**config.mk**
```make
export PLATFORM = sky130hd
export DESIGN_NAME = ascon_serial_collector
export DESIGN_NICKNAME = d
export VERILOG_FILES = /design/src/rtl/ascon_serial_collector.sv
export SDC_FILE = /design/constraint.sdc
export NUM_CORES = 1
export LEC_CHECK = 0
export CAP_MARGIN = 20
export CORE_ASPECT_RATIO = 1.2
export CORE_UTILIZATION = 49
export DETAILED_ROUTE_END_ITERATION = 10
export PLACE_DENSITY = 0.78
export SKIP_CTS_REPAIR_TIMING = 1
export SYNTH_ARGS = -nofsm -noshare
export SYNTH_HDL_FRONTEND = slang
export SYNTH_SLANG_ARGS = --single-unit
```
**constraint.sdc**
```tcl
create_clock -name clk -period 1.6 [get_ports clk]
set_input_delay 0.4 -clock clk [delete_from_list [all_inputs] [get_ports clk]]
set_output_delay 0.4 -clock clk [all_outputs]
set_load 0.03 [all_outputs]
```
**src/rtl/ascon_serial_collector.sv**
```systemverilog
// Deserializes the Ascon bit-serial core outputs (text + tag, plus auth flag on
// decryption) into one parallel result per operation on a valid/ready handshake.
// Optional tag comparison is compiled in with `define ASCON_COLLECT_TAG_CHECK_EN.
module ascon_serial_collector #(
  parameter int Y = 80,
  parameter int T = 128
) (
  input  logic         clk,
  input  logic         rst,
  input  logic         enc_rdy_i,
  input  logic         ct_bit_i,
  input  logic         tag_bit_i,
  input  logic         dec_rdy_i,
  input  logic         pt_bit_i,
  input  logic         dtag_bit_i,
  input  logic         auth_i,
  input  logic [T-1:0] expected_tag_i,
  input  logic         out_ready_i,
  output logic         out_valid_o,
  output logic         out_dec_o,
  output logic         out_auth_o,
  output logic [Y-1:0] out_text_o,
  output logic [T-1:0] out_tag_o,
  output logic         tag_match_o,
  output logic         busy_o
);

  localparam int CW = $clog2(T);

  typedef enum logic [1:0] {IDLE, CAPTURE, VALID, DRAIN} state_e;

  state_e        state_q, state_d;
  logic [CW-1:0] cnt_q, cnt_d;
  logic          mode_q, mode_d;
  logic          auth_q, auth_d;
  logic [Y-1:0]  textSr_q, textSr_d;
  logic [T-1:0]  tagSr_q, tagSr_d;
  logic          valid_q, valid_d;
  logic          dec_q, dec_d;
  logic          authOut_q, authOut_d;
  logic [Y-1:0]  text_q, text_d;
  logic [T-1:0]  tag_q, tag_d;

  logic          selRdy, selText, selTag;
  logic [Y-1:0]  textShift;
  logic [T-1:0]  tagShift;

`ifdef ASCON_COLLECT_TAG_CHECK_EN
  logic match_q, match_d;
  assign tag_match_o = match_q;
`else
  logic unusedExpectedTag;
  assign unusedExpectedTag = ^expected_tag_i;
  assign tag_match_o       = 1'b0;
`endif

  // mode_q = 1 selects the decryption streams and ready level
  assign selRdy  = mode_q ? dec_rdy_i  : enc_rdy_i;
  assign selText = mode_q ? pt_bit_i   : ct_bit_i;
  assign selTag  = mode_q ? dtag_bit_i : tag_bit_i;

  always_ff @(posedge clk) begin
    if (rst) begin
      state_q   <= IDLE;
      cnt_q     <= '0;
      mode_q    <= 1'b0;
      auth_q    <= 1'b0;
      textSr_q  <= '0;
      tagSr_q   <= '0;
      valid_q   <= 1'b0;
      dec_q     <= 1'b0;
      authOut_q <= 1'b0;
      text_q    <= '0;
      tag_q     <= '0;
`ifdef ASCON_COLLECT_TAG_CHECK_EN
      match_q   <= 1'b0;
`endif
    end else begin
      state_q   <= state_d;
      cnt_q     <= cnt_d;
      mode_q    <= mode_d;
      auth_q    <= auth_d;
      textSr_q  <= textSr_d;
      tagSr_q   <= tagSr_d;
      valid_q   <= valid_d;
      dec_q     <= dec_d;
      authOut_q <= authOut_d;
      text_q    <= text_d;
      tag_q     <= tag_d;
`ifdef ASCON_COLLECT_TAG_CHECK_EN
      match_q   <= match_d;
`endif
    end
  end

  always_comb begin
    state_d   = state_q;
    cnt_d     = cnt_q;
    mode_d    = mode_q;
    auth_d    = auth_q;
    textSr_d  = textSr_q;
    tagSr_d   = tagSr_q;
    valid_d   = valid_q;
    dec_d     = dec_q;
    authOut_d = authOut_q;
    text_d    = text_q;
    tag_d     = tag_q;
`ifdef ASCON_COLLECT_TAG_CHECK_EN
    match_d   = match_q;
`endif
    // New bits enter at the MSB so the first serial bit ends up at bit 0
    textShift          = textSr_q >> 1;
    textShift[Y-1]     = selText;
    tagShift           = tagSr_q >> 1;
    tagShift[T-1]      = selTag;

    case (state_q)
      IDLE: begin
        if (enc_rdy_i) begin
          mode_d  = 1'b0;
          auth_d  = 1'b0;
          cnt_d   = '0;
          state_d = CAPTURE;
        end else if (dec_rdy_i) begin
          mode_d  = 1'b1;
          auth_d  = auth_i;
          cnt_d   = '0;
          state_d = CAPTURE;
        end
      end
      CAPTURE: begin
        if (!selRdy) begin
          cnt_d   = '0;
          state_d = IDLE;
        end else begin
          if (int'(cnt_q) < Y) textSr_d = textShift;
          tagSr_d = tagShift;
          if (cnt_q == CW'(T - 1)) begin
            cnt_d   = '0;
            state_d = VALID;
          end else begin
            cnt_d = cnt_q + CW'(1);
          end
        end
      end
      VALID: begin
        // First cycle in VALID publishes the result; later cycles wait for the handshake
        if (!valid_q) begin
          valid_d   = 1'b1;
          dec_d     = mode_q;
          authOut_d = auth_q;
          text_d    = textSr_q;
          tag_d     = tagSr_q;
`ifdef ASCON_COLLECT_TAG_CHECK_EN
          match_d   = (tagSr_q == expected_tag_i);
`endif
        end else if (out_ready_i) begin
          valid_d = 1'b0;
`ifdef ASCON_COLLECT_TAG_CHECK_EN
          match_d = 1'b0;
`endif
          state_d = DRAIN;
        end
      end
      DRAIN: begin
        if (!selRdy) state_d = IDLE;
      end
      default: state_d = IDLE;
    endcase
  end

  assign out_valid_o = valid_q;
  assign out_dec_o   = dec_q;
  assign out_auth_o  = authOut_q;
  assign out_text_o  = text_q;
  assign out_tag_o   = tag_q;
  assign busy_o      = (state_q == CAPTURE);

endmodule

```
Word level (Yosys, flattened, before mapping)
Index checks and enable logic that the tools add are counted.
- bits in registers: 430
- input port bits: 138
- word-level logic and storage cells: 54
- add/subtract/negate cells: 1
- magnitude comparators: 1
- equality and inequality tests: 9
- multiplexer cells: 22
- bitwise operators: 1
- reduce and logical (&&, ||, !) cells: 9
- operator list (kind ; number):
    $mux 7 ; 4
    $mux 2 ; 7
    $pmux 7 s2 ; 1
    $mux 1 ; 9
    $pmux 2 s4 ; 1
    $reduce_and 2->1 ; 4
    $add 7x1->7 const B ; 1
    $eq 7x7->1 const B ; 1
    $lt 7x7->1 const B ; 1
    $ne 2x2->1 const B ; 3
    $reduce_and 5->1 ; 1
    $eq 2x2->1 const B ; 2
    $reduce_bool 2->1 ; 2
    $ne 3x2->1 const B ; 1
    $ne 3x3->1 const B ; 1
    $reduce_and 3->1 ; 1
    $eq 2x1->1 const B ; 1
    $logic_not 2->1 ; 1
    $not 1->1 ; 1

Logic depth before layout (Yosys ltp)
- word-level depth: 4
- depth in mapped cells: 7
- depth with buffers taken out: 4

Worst setup path after synthesis
Ideal clock, no wire load.
- kind: register to output
- start: reg (tool-made name)
- end: out busy_o
- arrival: 1137 ps
- required time: 1200 ps
- path slack: 63 ps
- stages on the path, launching flop included: 6
- buffers on the path: 3
- path through: dfxtp_1 > nand2b_1 > buf_6 > inv_2 > buf_2 > buf_2
- RTL lines (what ; RTL line ; RTL):
    end: declaration ; 25 ; output logic busy_o

==> results by stage <==
Run status:
- The run finished, with violations left.
- The checks that failed: setup timing.

Route:
- For this run, design rule violations remaining after detail routing come to 0.
- The total wire length after detailed routing is 40.45 mm.
- The first detailed-routing pass ran for 5 iterations.
- The detail route stage leaves a number of antenna-violating nets equal to 0.
- Dividing the detail-routed wire length by the instance count gives 16.05 um.
- The DRC marker count from the first detailed-route iteration is 1135.
- The routed via count divided by cell count is 5.754.
- The routed layout has 14499 vias.

STA:
- The clock period minus final worst setup slack is 1.854 ns.
- Setup repair after global routing could not meet its margin everywhere.
- The final clock skew is 0.01724 ns.
- The max-slew violation count was 0.
- After layout, the worst setup slack is -0.2539 ns.
- The worst-case hold slack is 0.2188 ns.
- The number of failing hold endpoints at the final stage is 0.
- In the finished design, the share of the clock period the worst path needs comes to 1.159.
- For the final routed database, the setup TNS stands at -0.2539 ns.
- Based on the critical path, the design can be clocked at up to 539.4 MHz.
- Setup violations remaining at the end of the flow were counted as 1.

Synthesis:
- The biggest area consumer among synthesized cells is dfxtp_1.
- The flip-flop and latch count after synthesis is 430.
- The total number of yosys warnings is 0.
- The register area share after synthesis is 0.5366.
- Yosys mapped a number of flops with a built-in enable equal to 0.
- The proportion of register bits with asynchronous set or reset after synthesis is 0.
- Of the post-synthesis cell area, the dominant cell type holds 0.5366.
- By count the netlist is led by 430 x dfxtp_1, 423 x nand2_1, 421 x a21oi_1, 131 x nand3_1, 130 x o21ai_0.
- The post-synthesis area per instance is 8.219 um^2.
- The cell area that synthesis handed to floorplanning was 0.01604 mm^2.
- Synthesis produced a netlist with a net count of 2091.
- The number of standard cells after synthesis is 1952.
- By area the synthesized netlist is led by dfxtp_1 54%, a21oi_1 13%, nand2_1 9.9%.
- The count of different cell masters after synthesis is 42.
- Yosys instantiated no cell more often than dfxtp_1.
- Among all flip-flop cells after synthesis, the most frequent one is dfxtp_1.

Final layout:
- Once layout is done, the placed cells without fillers occupy 0.01955 mm^2.
- The relative area change from synthesis to final layout is 21.88%.
- The final cell count without fillers is 2520.
- Once layout is complete, the utilization of the core stands at 0.6063.
- The share of final-layout standard cells stronger than drive strength 1 is 0.1548.
- For this run, the post-layout net count is 2219.
- The layout filler cell count is 2797.
- The number of antenna cells inserted is 0.

Die:
- After floorplanning, the core was sized to cover 0.03225 mm^2.
- The initial core utilization is 0.4974.
- 351 I/O pins were placed.
- The floorplan has 72 rows.
- The floorplan step set the die height to 200.2 um.
- The area enclosed by the die boundary is 0.03347 mm^2.
- The width of the die is 167.2 um.

Clocking:
- The maximum level of the CTS H-tree is 2.
- The clock sink count is 430.
- The clock root buffer master is clkbuf_16.
- The longest clock path from root to sink contains 3 buffers.
- At the later pin of the worst-skew pair, clock insertion delay measures 0.54 ns.
- Clock-pin slew was measured on the worst setup and hold paths at 0.07 ns.
- TritonCTS built the clock tree.
- The number of clock buffers added by TritonCTS is 42.

Power and ir drop:
- The leakage power of the design is 7.449 nW.
- Power spread over the standard cell area amounts to 1109 mW/mm^2.
- The worst supply voltage drop on vdd is 782.9 uV.

Placement:
- The number of buffers added on ports is 221.
- The standard cell area after detailed placement is 0.01878 mm^2.
- Including well taps, the total number of placed cells is 2439.
- The weighted congestion at the end of routability-driven global placement is 0.7532.
- The post-detailed-placement half-perimeter wirelength is 23.53 mm.

Worst setup path:
- The nature of the critical path startpoint is a register.
- The worst register-to-register path begins at cnt_q[0].
- The category of the worst setup path capture point is an output pin.
- Of all nets on the critical path, the largest fanout is 11.
- At the worst endpoint, the required time is 1.20 ns.
- The type of the setup path with the least slack is register to output pin.
- Data on the critical path arrives at its endpoint at 1.45 ns.

Global route:
- The number of antenna violations at the first check in global routing came to 0.
- The largest net degree at the start of global routing is 93.
- The all-layer global routing usage is 0.2300.
- The first-pass GRT wire length is 65.58 mm.
- The remaining global-route overflow is 0.
- The via count of the first global-routing pass is 13143.

Hold path:
- The worst hold path belongs to the class primary input to register.
- The beginning of the worst hold path is rst.

Flow run:
- The max-capacitance violation count is 0.
## placed cells by master, fill, tap and decap left out, drive strengths merged, types with 44 or more instances in the layout
cell,netlist,layout
a21oi,421,421
buf,118,76
clkbuf,91,226
dfxtp,430,430
dlymetal6s2s,0,44
nand2,423,423
nand3,131,131
nand4,79,79
o21ai,131,131
o31ai,81,81
## worst max-delay path: stages (launching register included)
cell,delay [ns]
dfxtp_2,0.34
nand2b_4,0.23
inv_8,0.14
buf_4,0.19
## per-layer routing
layer  up-vias  GRT usage  share of wire
met2       430     0.3857           0.49
met1      6931     0.3038           0.43
met5         -          0              0
li1       7068          -              -
met3        70    0.03853          0.053
met4         0    0.06717          0.022
## metrics by stage
stage / worst slack, ns / total power, mW
final: -0.2539 / 21.69
after global routing: -0.3237 / 22.40
after CTS: -0.5354 / 21.79
after detailed placement: -0.5169 / 12.11
after global placement: -0.4324 / 12.10
after floorplan: 0.06347 / 11.71
## where the power goes
| group | switching (mW) | internal, mW |
|---|---|---|
| clock | 4.15 | 5.59 |
| sequential | 0.0192 | 10.7 |
| combinational | 0.872 | 0.344 |
## logic make-up after synthesis
kind of cell	Yosys count	share of synthesized area
other	1	0.0002337
buffers and inverters	211	0.06052
multiplexers	5	0.003276
AND/OR/NAND/NOR	653	0.1788
adder cells (fa/ha/maj)	1	0.0007798
flip-flops	430	0.5366
AO/OA/AOI/OAI	651	0.2198
## state kept, by name, summed over array words and instances, names as in the netlist, named ones only
name	cells
tagSr_q	128
cnt_q	7
out_dec_o	1
out_auth_o	1
textSr_q	80
out_valid_o	1
auth_q	1
state_q	1
mode_q	1
out_tag_o	128
out_text_o	80
## layout make-up
| cell class | count | area (um^2) | share of cell area |
|---|---|---|---|
| Inverter | 2 | 15.01 | 0.0007679 |
| Sequential cell | 430 | 8616 | 0.4406 |
| Timing Repair Buffer | 293 | 2522 | 0.1290 |
| Tap cell | 407 | 509.2 | 0.02604 |
| Multi-Input combinational cell | 1311 | 6524 | 0.3336 |
| Clock buffer | 61 | 1244 | 0.06360 |
| Clock inverter | 16 | 123.9 | 0.006335 |
## final timing paths
check | slack (ns) | end | depth (start not counted)
max | -0.25 | busy_o | 3
min | 0.22 | out_text_o[73] | 2
max reg2reg | 0.07 | cnt_q[6] | 4
min reg2reg | 0.45 | out_tag_o[43] | 2
Note: power is estimated with default switching activity, not from simulation.
